===== config.mk =====
export PLATFORM = sky130hd
export DESIGN_NAME = ar_source_arbiter_flat
export DESIGN_NICKNAME = d
export VERILOG_FILES = /design/src/rtl/ar_arb_pkg.sv /design/src/rtl/ar_if.sv /design/src/rtl/rr_pick.sv /design/src/rtl/ar_source_arbiter.sv /design/src/flat_wrapper.sv
export SDC_FILE = /design/constraint.sdc
export NUM_CORES = 1
export LEC_CHECK = 0
export ABC_CLOCK_PERIOD_IN_PS = 4750
export BUFFER_PORTS_ARGS = -buffer_cell sky130_fd_sc_hd__buf_2
export CAP_MARGIN = 20
export CORE_AREA = 2 2 164 166
export DETAILED_ROUTE_END_ITERATION = 6
export DIE_AREA = 0 0 166 168
export PLACE_DENSITY = 0.49
export SLEW_MARGIN = 20
export SYNTH_ARGS = -nofsm -noshare
export SYNTH_HDL_FRONTEND = slang
export SYNTH_SLANG_ARGS = --single-unit

===== constraint.sdc =====
create_clock -name clk -period 4.75 [get_ports clk]
set_input_delay 0.95 -clock clk [delete_from_list [all_inputs] [get_ports clk]]
set_output_delay 0.95 -clock clk [all_outputs]
set_load 0.05 [all_outputs]

===== src/rtl/ar_arb_pkg.sv =====
// Package: ar_arb_pkg
// Shared AR payload type and width helpers for the AR source arbiter and the incoming
// request buffer that consumes its output.
//  ar_entry_t : packed AR payload {id, addr, len, size, burst, qos}
//  src_w(n)   : width of a source index for n sources
//  cnt_w(m)   : width of a credit counter able to hold 0..m
package ar_arb_pkg;

  localparam int unsigned ID_WIDTH    = 32;
  localparam int unsigned ADDR_WIDTH  = 32;
  localparam int unsigned LEN_WIDTH   = 8;
  localparam int unsigned SIZE_WIDTH  = 3;
  localparam int unsigned BURST_WIDTH = 2;
  localparam int unsigned QOS_WIDTH   = 4;

  typedef struct packed {
    logic [ID_WIDTH-1:0]    id;
    logic [ADDR_WIDTH-1:0]  addr;
    logic [LEN_WIDTH-1:0]   len;
    logic [SIZE_WIDTH-1:0]  size;
    logic [BURST_WIDTH-1:0] burst;
    logic [QOS_WIDTH-1:0]   qos;
  } ar_entry_t;

  function automatic int unsigned src_w(input int unsigned n);
    return (n > 1) ? $clog2(n) : 1;
  endfunction

  function automatic int unsigned cnt_w(input int unsigned m);
    return $clog2(m + 1);
  endfunction

endpackage


===== src/rtl/ar_if.sv =====
// Interface: ar_if
// Single AR channel (valid/ready handshake plus packed payload).
//  sender   : drives valid and ar, samples ready
//  receiver : samples valid and ar, drives ready
interface ar_if;
  import ar_arb_pkg::*;

  logic      valid;
  logic      ready;
  ar_entry_t ar;

  modport sender (output valid, output ar, input ready);
  modport receiver (input valid, input ar, output ready);

endinterface


===== src/rtl/rr_pick.sv =====
// Module: rr_pick
// Combinational rotate-priority finder: returns the first set request bit when scanning
// start_i, start_i+1, ... modulo N.
//  req_i   : request vector
//  start_i : index with highest priority
//  idx_o   : index of the first request found (0 when none)
//  found_o : at least one request is set
module rr_pick #(
  parameter int unsigned N    = 4,
  parameter int unsigned IdxW = (N > 1) ? $clog2(N) : 1
) (
  input  logic [N-1:0]    req_i,
  input  logic [IdxW-1:0] start_i,
  output logic [IdxW-1:0] idx_o,
  output logic            found_o
);

  logic [31:0]     pos;
  logic [IdxW-1:0] p;

  // Scan from the farthest offset back to start_i so the nearest request is written last.
  always_comb begin
    idx_o   = '0;
    found_o = 1'b0;
    pos     = '0;
    p       = '0;
    for (int unsigned k = 0; k < N; k++) begin
      pos = (32'(start_i) + (N - 1 - k)) % N;
      p   = IdxW'(pos);
      if (req_i[p]) begin
        idx_o   = p;
        found_o = 1'b1;
      end
    end
  end

endmodule


===== src/rtl/ar_source_arbiter.sv =====
// Module: ar_source_arbiter
// Round-robin arbiter sharing one AR path among NUM_SRC masters, with a per-source
// outstanding-read credit limit (MAX_OUT) freed by R-side completion reports. A grant that
// meets back-pressure is held until accepted so valid/payload stay stable.
// Optional feature: define AR_SOURCE_ARBITER_QOS_EN to make a new (IDLE) arbitration pick the
// eligible source with the highest qos, round-robin among equal qos. A held grant is never
// preempted.
// Ports:
//  clk, rst   : clock, synchronous active-high reset
//  in_valid   : per-source AR valid
//  in_ready   : per-source AR ready (only the winner sees ar_out.ready)
//  in_ar      : per-source AR payload
//  ar_out     : arbitrated AR channel toward the request buffer
//  out_src    : source index of the current ar_out beat (0 when not valid)
//  done_valid : one read completed for done_src, returns one credit
//  done_src   : source of the completed read
module ar_source_arbiter
  import ar_arb_pkg::*;
#(
  parameter int unsigned NUM_SRC = 4,
  parameter int unsigned MAX_OUT = 8,
  localparam int unsigned SRC_W  = src_w(NUM_SRC),
  localparam int unsigned CNT_W  = cnt_w(MAX_OUT)
) (
  input  logic                     clk,
  input  logic                     rst,
  input  logic      [NUM_SRC-1:0]  in_valid,
  output logic      [NUM_SRC-1:0]  in_ready,
  input  ar_entry_t [NUM_SRC-1:0]  in_ar,
  ar_if.sender                     ar_out,
  output logic      [SRC_W-1:0]    out_src,
  input  logic                     done_valid,
  input  logic      [SRC_W-1:0]    done_src
);

  localparam logic [SRC_W-1:0] LastSrc = SRC_W'(NUM_SRC - 1);
  localparam logic [CNT_W-1:0] CntMax  = CNT_W'(MAX_OUT);

  typedef enum logic [0:0] {StIdle, StHold} state_e;

  state_e           state_q, state_d;
  logic [SRC_W-1:0] rr_ptr_q, rr_ptr_d;
  logic [SRC_W-1:0] grant_q, grant_d;
  logic [CNT_W-1:0] cnt_q [NUM_SRC];
  logic [CNT_W-1:0] cnt_d [NUM_SRC];

  logic [NUM_SRC-1:0] eligible;
  logic [NUM_SRC-1:0] pick_req;
  logic [NUM_SRC-1:0] inc_vec;
  logic [NUM_SRC-1:0] dec_vec;
  logic [SRC_W-1:0]   pick_idx;
  logic               pick_found;
  logic [SRC_W-1:0]   winner;
  logic               out_valid;
  logic               handshake;

  function automatic logic [SRC_W-1:0] wrap_inc(input logic [SRC_W-1:0] idx);
    return (idx == LastSrc) ? '0 : idx + SRC_W'(1);
  endfunction

  always_comb begin
    eligible = '0;
    for (int unsigned i = 0; i < NUM_SRC; i++) begin
      eligible[i] = in_valid[i] & (cnt_q[i] != CntMax);
    end
  end

`ifdef AR_SOURCE_ARBITER_QOS_EN
  logic [QOS_WIDTH-1:0] max_qos;

  // Narrow the request set to the highest-qos eligible sources; rr_pick breaks ties.
  always_comb begin
    max_qos  = '0;
    pick_req = '0;
    for (int unsigned i = 0; i < NUM_SRC; i++) begin
      if (eligible[i] && (in_ar[i].qos > max_qos)) begin
        max_qos = in_ar[i].qos;
      end
    end
    for (int unsigned i = 0; i < NUM_SRC; i++) begin
      pick_req[i] = eligible[i] & (in_ar[i].qos == max_qos);
    end
  end
`else
  assign pick_req = eligible;
`endif

  rr_pick #(
    .N    (NUM_SRC),
    .IdxW (SRC_W)
  ) u_rr_pick (
    .req_i   (pick_req),
    .start_i (rr_ptr_q),
    .idx_o   (pick_idx),
    .found_o (pick_found)
  );

  // Reset forces the channel quiet even mid-HOLD.
  always_comb begin
    winner    = '0;
    out_valid = 1'b0;
    if (!rst) begin
      unique case (state_q)
        StIdle: begin
          winner    = pick_idx;
          out_valid = pick_found;
        end
        StHold: begin
          winner    = grant_q;
          out_valid = 1'b1;
        end
        default: ;
      endcase
    end
  end

  assign handshake = out_valid & ar_out.ready;

  always_comb begin
    in_ready     = '0;
    ar_out.valid = out_valid;
    ar_out.ar    = '0;
    out_src      = '0;
    if (out_valid) begin
      ar_out.ar        = in_ar[winner];
      out_src          = winner;
      in_ready[winner] = ar_out.ready;
    end
  end

  always_comb begin
    state_d  = state_q;
    rr_ptr_d = rr_ptr_q;
    grant_d  = grant_q;
    unique case (state_q)
      StIdle: begin
        if (handshake) begin
          rr_ptr_d = wrap_inc(winner);
        end else if (out_valid) begin
          grant_d = winner;
          state_d = StHold;
        end
      end
      StHold: begin
        if (handshake) begin
          rr_ptr_d = wrap_inc(grant_q);
          state_d  = StIdle;
        end
      end
      default: state_d = StIdle;
    endcase
  end

  // A completion for a source with no credits in use is dropped to avoid underflow.
  always_comb begin
    inc_vec = '0;
    dec_vec = '0;
    for (int unsigned i = 0; i < NUM_SRC; i++) begin
      inc_vec[i] = handshake & (winner == SRC_W'(i));
      dec_vec[i] = done_valid & (done_src == SRC_W'(i)) & (cnt_q[i] != '0);
      cnt_d[i]   = cnt_q[i];
      if (inc_vec[i] && !dec_vec[i]) begin
        cnt_d[i] = cnt_q[i] + CNT_W'(1);
      end else if (dec_vec[i] && !inc_vec[i]) begin
        cnt_d[i] = cnt_q[i] - CNT_W'(1);
      end
    end
  end

  always_ff @(posedge clk) begin
    if (rst) begin
      state_q  <= StIdle;
      rr_ptr_q <= '0;
      grant_q  <= '0;
      cnt_q    <= '{default: '0};
    end else begin
      state_q  <= state_d;
      rr_ptr_q <= rr_ptr_d;
      grant_q  <= grant_d;
      cnt_q    <= cnt_d;
    end
  end

`ifndef SYNTHESIS
  done_no_underflow_a: assert property (@(posedge clk) disable iff (rst)
    done_valid |-> (cnt_q[done_src] != '0));

  hold_valid_stable_a: assert property (@(posedge clk) disable iff (rst)
    (state_q == StHold) |-> in_valid[grant_q]);
`endif

endmodule


===== src/flat_wrapper.sv =====
// flat-port wrapper written by rule: the top's interface ports become plain ports
module ar_source_arbiter_flat import ar_arb_pkg::*;
#(
  parameter int unsigned NUM_SRC = 4,
  parameter int unsigned MAX_OUT = 8,
  localparam int unsigned SRC_W  = src_w(NUM_SRC),
  localparam int unsigned CNT_W  = cnt_w(MAX_OUT)
)
  (clk, rst, in_valid, in_ready, in_ar, out_src, done_valid, done_src, ar_out_valid, ar_out_ar, ar_out_ready);
  ar_if ar_out_i ();
  input  logic clk;
  input  logic rst;
  input  logic      [NUM_SRC-1:0] in_valid;
  output logic      [NUM_SRC-1:0] in_ready;
  input  ar_entry_t [NUM_SRC-1:0] in_ar;
  output logic      [SRC_W-1:0] out_src;
  input  logic done_valid;
  input  logic      [SRC_W-1:0] done_src;
  output wire logic [$bits(ar_out_i.valid)-1:0] ar_out_valid;
  output wire logic [$bits(ar_out_i.ar)-1:0] ar_out_ar;
  input wire logic [$bits(ar_out_i.ready)-1:0] ar_out_ready;
  assign ar_out_valid = ar_out_i.valid;
  assign ar_out_ar = ar_out_i.ar;
  assign ar_out_i.ready = ar_out_ready;
  ar_source_arbiter #(.NUM_SRC(NUM_SRC), .MAX_OUT(MAX_OUT)) u_core (.clk(clk), .rst(rst), .in_valid(in_valid), .in_ready(in_ready), .in_ar(in_ar), .ar_out(ar_out_i), .out_src(out_src), .done_valid(done_valid), .done_src(done_src));
endmodule

; ---- Word level (Yosys, flattened, before mapping)
; Index checks and enable logic that the tools add are counted.
[classes]
order_cmp = 6
mul = 0
n_bitwise = 20
add_sub_neg = 13
div = 0
n_reduce_logical = 29
shifts = 0
n_mux = 44
n_eq_ne = 13
[op_table]
columns = op, count
row1 = binary-select mux 81 bit (select 2 bit), 1
row2 = 2-to-1 mux 81 bit, 2
row3 = 2-to-1 mux 4 bit, 9
row4 = 2-to-1 mux 2 bit, 10
row5 = AND 1 bit, 17
row6 = adder 4 x 1 -> 4 bit (second input constant), 4
row7 = != test 4 bit (second input constant), 4
row8 = nonzero test 4 bit, 4
row9 = subtractor 4 x 1 -> 4 bit (second input constant), 4
row10 = less-than comparator 2 x 3 -> 1 bit (second input constant), 5
row11 = 2-to-1 mux 1 bit, 13
row12 = == test 2 bit (second input constant), 5
row13 = logical AND 1 bit, 9
row14 = binary-select mux 1 bit (select 2 bit), 4
row15 = logical NOT 1 bit, 8
row16 = case mux 2 bit (2 select lines), 2
row17 = nonzero test 2 bit, 4
row18 = adder 2 x 1 -> 2 bit (second input constant), 3
row19 = adder 2 bit (second input constant), 2
row20 = AND 4 bit, 1
row21 = == test 2 x 1 -> 1 bit (second input constant), 2
row22 = logical NOT 2 bit, 2
row23 = case mux 1 bit (2 select lines), 2
row24 = AND reduction 3 bit, 1
row25 = other kinds (6), 7
[totals]
reg_bits = 21
in_bits = 334
latch_bits = 0
rom_bits = 0
elab_cells = 132
memories = 0
ramBits = 0

; ---- Logic depth before layout (Yosys ltp)
; Gate-level depths: netlist of the first run.
[depth]
word_depth = 16
ltp_mapped = 17
mapped_depth_nobuf = 15

; ---- Cells and area by module
; Synthesis of the first run repeated with hierarchy kept, for this count alone.
[unflattened]
hier_cells = 466
hier_area_um2 = 3901.2
[by_module_without_submodules]
columns = module, cells_per_inst, area_per_inst_um2, instances
row1 = ar_source_arbiter, 453, 3823.7, 1
row2 = rr_pick, 13, 77.6, 1

; ---- Least setup slack after synthesis of the first run
; No wires, ideal clock.
[synth_path]
path_type = in2reg
startpoint = input port in_valid[1]
endpoint = register u_core.cnt_q[3] (netlist bit)
setup_slack_ps = 651
t_arrival_ps = 4029
required_time_ps = 4679
setup_ps = 71
cell_stages = 17
cell_sequence = inv_1 > o211ai_1 > or2_2 > a41oi_1 > clkbuf_1 > buf_2 > inv_1 > ha_1 > and3_1 > ha_1 > inv_1 > ha_1 > a21o_1 > a21oi_1 > xnor2_1 > or3_1 > a21oi_1
[synth_via]
elab_chain_cells = 14
word_cells_on_any_way = 29
cone_classes = 1 x eq/ne / 21 x mux / 3 x bitwise / 4 x reduce/logical
[synth_lines]
columns = item, line
row1 = from (decl), flat_wrapper.sv:13  ; input logic [NUM_SRC-1:0] in_valid;
row2 = AND 1 bit *, ar_source_arbiter.sv:64  ; eligible[i] = in_valid[i] & (cnt_q[i] != CntMax);
row3 = binary-select mux 1 bit (select 2 bit), rr_pick.sv:30  ; if (req_i[p]) begin
row4 = 2-to-1 mux 1 bit (implied by the code), rr_pick.sv:30
row5 = 2-to-1 mux 2 bit (3 in a row), rr_pick.sv:30
row6 = 2-to-1 mux 2 bit *, rr_pick.sv:30
row7 = case mux 2 bit (2 select lines) *, ar_source_arbiter.sv:103  ; unique case (state_q)
row8 = 2-to-1 mux 2 bit *, ar_source_arbiter.sv:102  ; if (!rst) begin
row9 = named net u_core.winner[0], ar_source_arbiter.sv:53  ; logic [SRC_W-1:0] winner;
row10 = == test 2 bit *, ar_source_arbiter.sv:159  ; inc_vec[i] = handshake & (winner == SRC_W'(i));
row11 = AND 1 bit *, ar_source_arbiter.sv:159
row12 = logical NOT 1 bit, ar_source_arbiter.sv:164  ; end else if (dec_vec[i] && !inc_vec[i]) begin
row13 = logical AND 1 bit, ar_source_arbiter.sv:164
row14 = nonzero test 2 bit (no source line), n/a
row15 = to (signal assigned), ar_source_arbiter.sv:180  ; cnt_q <= cnt_d;
row16 = to (decl), ar_source_arbiter.sv:44  ; logic [CNT_W-1:0] cnt_q [NUM_SRC];
; Mark *: on every way through the listed nets, which the timed path passes. The rest lies on a longest branch. The select of a mux whose other input is x is not followed.
; A chain may end at the register's enable or synchronous reset.

; ---- Worst setup path in the final report of the first run
[layout_path]
startpoint = input port in_valid[0]
endpoint = output port ar_out_ar[53]
[layout_via]
elab_chain_cells = 12
word_cells_on_any_way = 24
cone_classes = 23 x mux / 1 x bitwise
[layout_lines]
columns = item, line
row1 = AND 1 bit *, ar_source_arbiter.sv:64
row2 = binary-select mux 1 bit (select 2 bit), rr_pick.sv:30
row3 = 2-to-1 mux 1 bit (implied by the code), rr_pick.sv:30
row4 = 2-to-1 mux 2 bit (4 in a row), rr_pick.sv:30
row5 = case mux 2 bit (2 select lines), ar_source_arbiter.sv:103
row6 = 2-to-1 mux 2 bit, ar_source_arbiter.sv:102
row7 = binary-select mux 81 bit (select 2 bit), ar_source_arbiter.sv:125  ; ar_out.ar = in_ar[winner];
row8 = 2-to-1 mux 81 bit (implied by the code), ar_source_arbiter.sv:125
row9 = 2-to-1 mux 81 bit *, ar_source_arbiter.sv:124  ; if (out_valid) begin
row10 = to (decl), flat_wrapper.sv:20  ; output wire logic [$bits(ar_out_i.ar)-1:0] ar_out_ar;
; Mark *: on every way between the ends. The rest lies on a longest branch, timed or not. The select of a mux whose other input is x is not followed.

==> results of run 1 <==
==> metrics by stage <==
step                      util [%]  cells  power, mW  worst slack, ns  area [um^2]
after floorplan                  -    477      1.449           0.6509         5056
after global placement       27.40   1196      1.803           0.4617         7221
after detailed placement     27.40   1196      1.814           0.4461         7221
after CTS                    27.72   1200      2.006           0.4416         7303
after global routing         27.73   1201      2.102           0.2363         7306
final                        27.74   1202      1.986           0.3982         7308
==> path summary, 6_finish.rpt <==
check	depth (start not counted)	to	slack (ns)	from
hold reg to reg	2	u_core.cnt_q[11]$_SDFFE_PP0P_	0.51	u_core.cnt_q[11]$_SDFFE_PP0P_
setup / recovery	9	ar_out_ar[53]	0.40	in_valid[0]
hold / removal	2	u_core.cnt_q[11]$_SDFFE_PP0P_	0.51	u_core.cnt_q[11]$_SDFFE_PP0P_
setup reg to reg	15	u_core.cnt_q[15]$_SDFFE_PP0P_	0.78	u_core.cnt_q[12]$_SDFFE_PP0P_
==> worst max-delay path: stages <==
cell and delay, ns:
buf_2 0.12, or3b_1 0.17, o32ai_1 0.11, or3_2 0.49, a31oi_4 0.30, buf_12 0.40
a22oi_2 0.16, a21oi_2 0.25, buf_2 0.31
==> state kept, by name, summed over array words and instances (netlist names), named ones only <==
signal and flops:
u_core.rr_ptr_q 2, u_core.cnt_q 16, u_core.grant_q 2
==> metal layers <==
layer | routed length [um] | global-route usage (%) | vias up
met1 | 8987 | 17.90 | 2633
met3 | 1450 | 2.633 | 8
met5 | 12 | 0 | -
met4 | 97 | 1.021 | 2
li1 | - | - | 2756
met2 | 9819 | 22.21 | 240
==> cell usage in the layout (no fill, tap or decap), types with 2 or more instances in the layout <==
| cell type | Yosys | final |
|---|---|---|
| buf_2 | 22 | 421 |
| a21oi_1 | 26 | 26 |
| xor2_1 | 4 | 4 |
| nor2_1 | 23 | 23 |
| fa_1 | 4 | 4 |
| and3_1 | 9 | 9 |
| dfxtp_1 | 21 | 21 |
| nand2_1 | 3 | 3 |
| a21oi_2 | 71 | 71 |
| inv_1 | 12 | 12 |
| nor3_1 | 3 | 3 |
| diode_2 | 0 | 2 |
| o21ai_0 | 5 | 5 |
| a221oi_2 | 71 | 71 |
| mux2i_1 | 5 | 5 |
| ha_1 | 17 | 17 |
| a31oi_1 | 2 | 2 |
| buf_12 | 12 | 8 |
| clkbuf_16 | 0 | 3 |
| nand2b_1 | 2 | 2 |
| or4b_4 | 3 | 3 |
| xnor2_1 | 9 | 9 |
| a311oi_1 | 2 | 2 |
| or3_1 | 5 | 5 |
| a22oi_2 | 81 | 81 |
| buf_4 | 7 | 7 |
| a21o_1 | 3 | 3 |
| a221oi_1 | 10 | 10 |
==> power groups by stage <==
stage	combinational, mW	sequential, mW	clock (mW)
3_5_place_dp	1.59	0.222	0
3_3_place_gp	1.58	0.221	0
6_report	1.58	0.218	0.185
4_1_cts	1.59	0.218	0.193
2_1_floorplan	1.23	0.214	0
5_1_grt	1.68	0.221	0.199
==> cell families after synthesis <==
group,after synthesis
flops,21
xor+xnor,13
buf+inv,70
simple gates,62
mux,6
fa+ha+maj,21
compound gates,284
==> layout make-up <==
type	count	area, um^2
fillers	2902	19040
multi-input cells	386	4009
repair buffers	436	2320
well taps	341	426.7
flip-flops and latches	21	420.4
clock buffers	3	75.07
inverters	12	45.04
clock inverters	1	7.507
diodes	2	5.005
==> impl_metrics.yaml, run 1 <==
route:
  routed_via_density: 4.691
  wirelength_um: 20370
  wire_per_inst_um: 16.94
  ant_nets: 0
  initialDrtViolationCount: 235
  vias: 5639
  dr.pass1.iters: 4
  drc: 0
cells_and_area:
  nNetsFinal: 1215
  area.growth.synth_to_final_pct: 44.54
  drive_gt1_share_pct: 78.93
clock_network:
  cts_setup_buffers: 0
  cts.reportedPaths.clkPinSlew_ns: 0.06
  clock_path_buffers: 2
  clock-root-buffer: "clkbuf_16"
  ctsHoldBuffers: 0
  cts_sinks: 21
  htree_levels: 1
  cts_resized: 0
  clock_latency_ns: 0.26
  cts_tree: "built"
  cts_buffers: 3
power:
  p_switching_mw: 1.168
  p_leak_nw: 3.328
  pwr-share-comb_pct: 79.7
  power_density_mw_per_mm2: 271.8
  peakVddDrop_mv: 0.1656
  p_sw_share_pct: 58.82
  seq_power_share_pct: 11.0
  internal_power_uw: 817.9
  p_clk_share_pct: 9.3
die:
  core_mm2: 0.02635
  start_util_pct: 19.19
  ioPinCount: 422
  fp-row-count: 60
  die_y_um: 168
  die_w_um: 166
  die-area_mm2: 0.02789
grt:
  grt_pass1_wl_um: 29960
  first_global_vias: 5260
  antenna_found_initial: 5
  grt_max_degree: 90
  grt.total_usage_pct: 13.10
  grt-ovfl-total: 0
sta:
  finalSetupTns_ns: 0
  skew_ns: 0.007900
  tightest_slew_ns: 0.6677
  drv_slew: 0
  holdWs_ns: 0.5069
  hold_violations: 0
  timing.fmax_mhz: 229.8
  fin_crit_ns: 4.352
  finalCritPeriodShare_pct: 91.62
  maxSlewHeadroom_pct: 55.48
  setup_violations: 0
  rsz0062_at_grt: "no"
critical_path:
  crit_type: "in -> out"
  cp_max_fo: 79
  cp.arrival_ns: 3.40
  critPathRequiredTime_ns: 3.80
  endpoint_kind: "output port"
  start_kind: "input port"
job:
  maxCapViolCount: 0
synth:
  synth-simple-area-share_pct: 7.300
  synthArstFlopShare_pct: 0
  synth_cell_type_count: 59
  synth_area_leaders: "a221oi_2 21%, a22oi_2 20%, a21oi_2 12%, dfxtp_1 8.3%, buf_12 4.8%"
  synthFlopType: "dfxtp_1"
  synth_top_family_by_area: "compound AO/OA/AOI/OAI gates"
  yosysWarnings: 0
  synth-adder-area-share_pct: 5.791
  yosysMostFrequentCell: "a22oi_2"
  syn_inst: 477
  netlist_top_cells_count: "81 x a22oi_2, 71 x a21oi_2, 71 x a221oi_2"
  muxShareOfSynthArea_pct: 1.213
  postSynthRegisterBits: 21
  synth-seq-area-share_pct: 8.315
  synthXorXnorAreaFrac_pct: 2.252
  synth-compound-area-share_pct: 62.36
  synth.cell_area_mm2: 0.005056
  synth-edff-count: 0
  syn_nets: 832
  syn-mean-instance-area_um2: 10.60
  yosys.area.top_type_share_pct: 21.08
  synth_area_leader_cell: "a221oi_2"
hold_path:
  hold_path_class: "reg -> reg"
outcome:
  status: "finished clean"
place:
  routabilityCongestion: 0.7855
  dp.final_hpwl_um: 16870
  port_buffers: 421
Power figures use the tool's default switching activity.
==> run 2: changes to the inputs <==
--- a/config.mk
+++ b/config.mk
@@ -5,13 +5,14 @@
 export SDC_FILE = /design/constraint.sdc
 export NUM_CORES = 1
 export LEC_CHECK = 0
+export ABC_AREA = 1
 export ABC_CLOCK_PERIOD_IN_PS = 4750
 export BUFFER_PORTS_ARGS = -buffer_cell sky130_fd_sc_hd__buf_2
 export CAP_MARGIN = 20
-export CORE_AREA = 2 2 164 166
+export CORE_AREA = 2 2 162 164
 export DETAILED_ROUTE_END_ITERATION = 6
-export DIE_AREA = 0 0 166 168
-export PLACE_DENSITY = 0.49
+export DIE_AREA = 0 0 164 166
+export PLACE_DENSITY = 0.55
 export SLEW_MARGIN = 20
 export SYNTH_ARGS = -nofsm -noshare
 export SYNTH_HDL_FRONTEND = slang
==> run 2 against run 1 <==
Effect of this change: register-to-register slack improved by 0.11 ns; fmax increased by 2.2%; critical path depth increased by 6; critical path type unchanged.
==> impl_metrics.yaml, run 2 <==
outcome:
  status: "finished clean"
power:
  p_leak_nw: 5.544
  p_total_mw: 1.974
  p_clk_share_pct: 9.2
  peakVddDrop_mv: 0.1336
  p_sw_share_pct: 61.25
  pwr-share-comb_pct: 80.0
  power_density_mw_per_mm2: 232.3
  seq_power_share_pct: 10.8
  p_switching_mw: 1.209
  internal_power_uw: 764.8
synth:
  syn_nets: 1578
  syn_inst: 1223
  synth_area_leaders: "inv_1 22%, nand4_1 17%, nand3_1 14%, nand2_1 12%, a21oi_1 7.7%"
  synth_cell_type_count: 29
  synth_area_leader_cell: "inv_1"
  synthFlopType: "dfxtp_1"
  synth-seq-area-share_pct: 6.831
  synth.cell_area_mm2: 0.006155
  syn-mean-instance-area_um2: 5.032
  yosysMostFrequentCell: "inv_1"
  yosysWarnings: 0
  netlist_top_cells_count: "356 x inv_1, 202 x nand2_1, 176 x nand3_1"
  postSynthRegisterBits: 21
  yosys.area.top_type_share_pct: 21.71
  synthArstFlopShare_pct: 0
  synth-edff-count: 0
clock_network:
  cts_resized: 0
  cts_sinks: 21
  cts_buffers: 3
  cts.reportedPaths.clkPinSlew_ns: 0.06
  htree_levels: 1
  clock-root-buffer: "clkbuf_16"
  ctsHoldBuffers: 0
  cts_setup_buffers: 0
  clock_latency_ns: 0.26
  clock_path_buffers: 2
  cts_tree: "built"
die:
  ioPinCount: 422
  core_mm2: 0.02562
  fp-row-count: 59
  die-area_mm2: 0.02722
  start_util_pct: 24.03
  die_w_um: 164
  die_y_um: 166
grt:
  grt_max_degree: 164
  grt_pass1_wl_um: 41260
  grt.total_usage_pct: 18.34
  grt-ovfl-total: 0
  antenna_found_initial: 4
  first_global_vias: 8146
sta:
  timing.fmax_mhz: 234.9
  setup_violations: 0
  finalSetupTns_ns: 0
  fin_crit_ns: 4.258
  drv_slew: 0
  rsz0062_at_grt: "no"
  tightest_slew_ns: 0.7694
  finalCritPeriodShare_pct: 89.63
  maxSlewHeadroom_pct: 48.71
  skew_ns: 0.001697
  hold_violations: 0
cells_and_area:
  drive_gt1_share_pct: 29.00
  regMostFlops: "u_core.cnt_q"
  area.growth.synth_to_final_pct: 38.04
  design_area_mm2: 0.008496
  reg_top3: "u_core.cnt_q: 16 flops, u_core.grant_q: 2 flops, u_core.rr_ptr_q: 2 flops"
  nNetsFinal: 1918
  layout_commonest_cell: "buf_2"
  finish.utilization_pct: 33.17
  largest_register_ffs: 16
  layout_common_cells: "421 x buf_2, 356 x inv_1, 200 x nand2_1"
route:
  wire_per_inst_um: 14.46
  ant_nets: 0
  wirelength_um: 27490
  dr.pass1.iters: 5
  drc: 0
  initialDrtViolationCount: 704
  routed_via_density: 4.728
  vias: 8988
critical_path:
  slowest_stage: "buf_4"
  cpPeakStageDelay_ns: 0.41
  endpoint_kind: "output port"
  path_common_cell: "nand2_1"
  cp_cell_sequence: "buf_2 > nand3_1 > nand2_1 > nand2_1 > nand2_1 > inv_2 > nand2_1 > nand3_1 > nand3_4 > nand3_4 > buf_4 > nand2_1 > nand3_1 > a21oi_1 > buf_2"
  cp.arrival_ns: 3.31
  critPathRequiredTime_ns: 3.80
  crit_type: "in -> out"
  start_kind: "input port"
  cp_max_fo: 40
job:
  maxCapViolCount: 0
place:
  dp.final_hpwl_um: 19920
  port_buffers: 421
  routabilityCongestion: 0.9158
  place_area_mm2: 0.008406
hold_path:
  hold_path_class: "reg -> reg"
[run 2: changes by cell type after synthesis, moves of 81 or more]
cell and change:
inv_1 +344, a22oi_2 -81, nand3_1 +175, nand4_1 +165, nand2_1 +199
[run 2: final timing paths]
kind | slack [ns] | end | cells past startpoint | start
worst max-delay path | 0.49 | ar_out_ar[1] | 15 | in_valid[0]
worst min-delay path | 0.49 | u_core.grant_q[1]$_SDFFE_PP0P_ | 2 | u_core.grant_q[1]$_SDFFE_PP0P_
worst max register to register | 0.89 | u_core.cnt_q[3]$_SDFFE_PP0P_ | 25 | u_core.cnt_q[12]$_SDFFE_PP0P_
worst min register to register | 0.49 | u_core.grant_q[1]$_SDFFE_PP0P_ | 2 | u_core.grant_q[1]$_SDFFE_PP0P_
[run 2: routing by layer]
| metal | GRT usage, % | vias up | share of wire (%) |
|---|---|---|---|
| met1 | 22.70 | 4018 | 41 |
| met4 | 4.233 | 0 | 1.7 |
| met5 | 0 | - | 0 |
| met3 | 2.498 | 31 | 7.7 |
| met2 | 33.30 | 379 | 50 |
| li1 | - | 4560 | - |
[run 2: cells by family after synthesis]
family          Yosys count  synth area share (%)
buf+inv                 462                 30.23
flops                    21                 6.831
xor+xnor                  6                0.9758
fa+ha+maj                21                 4.757
simple gates            590                 46.82
compound gates          123                 10.39
[run 2: cell type report]
cell class,instances,area (um^2)
clock inverters,1,5.005
clock buffers,3,75.07
fillers,2996,17120
inverters,360,1356
well taps,335,419.2
diodes,4,10.01
multi-input cells,740,3920
repair buffers,437,2290
flip-flops and latches,21,420.4
[run 2: power by group through the flow]
stage	sequential (mW)	combinational, mW	clock, mW
6_report	0.212	1.58	0.183
5_1_grt	0.216	1.71	0.194
4_1_cts	0.212	1.58	0.188
3_5_place_dp	0.216	1.58	0
3_3_place_gp	0.216	1.57	0
2_1_floorplan	0.209	1.16	0
[run 2: through the flow]
stage	std cells	hold WS, ns	setup slack, ns
6_report	1901	0.4928	0.4925
5_1_grt	1901	0.5374	0.1967
4_1_cts	1897	0.4916	0.4964
3_5_place_dp	1893	0.4821	0.4636
3_3_place_gp	1893	0.4784	0.5151
2_1_floorplan	1223	0.4478	0.5631
[run 2: critical path, delay by kind of cell]
kind / cells / cell delay (ns)
compound gates: 1 / 0.30
buf+inv: 4 / 0.86
simple gates: 10 / 1.17
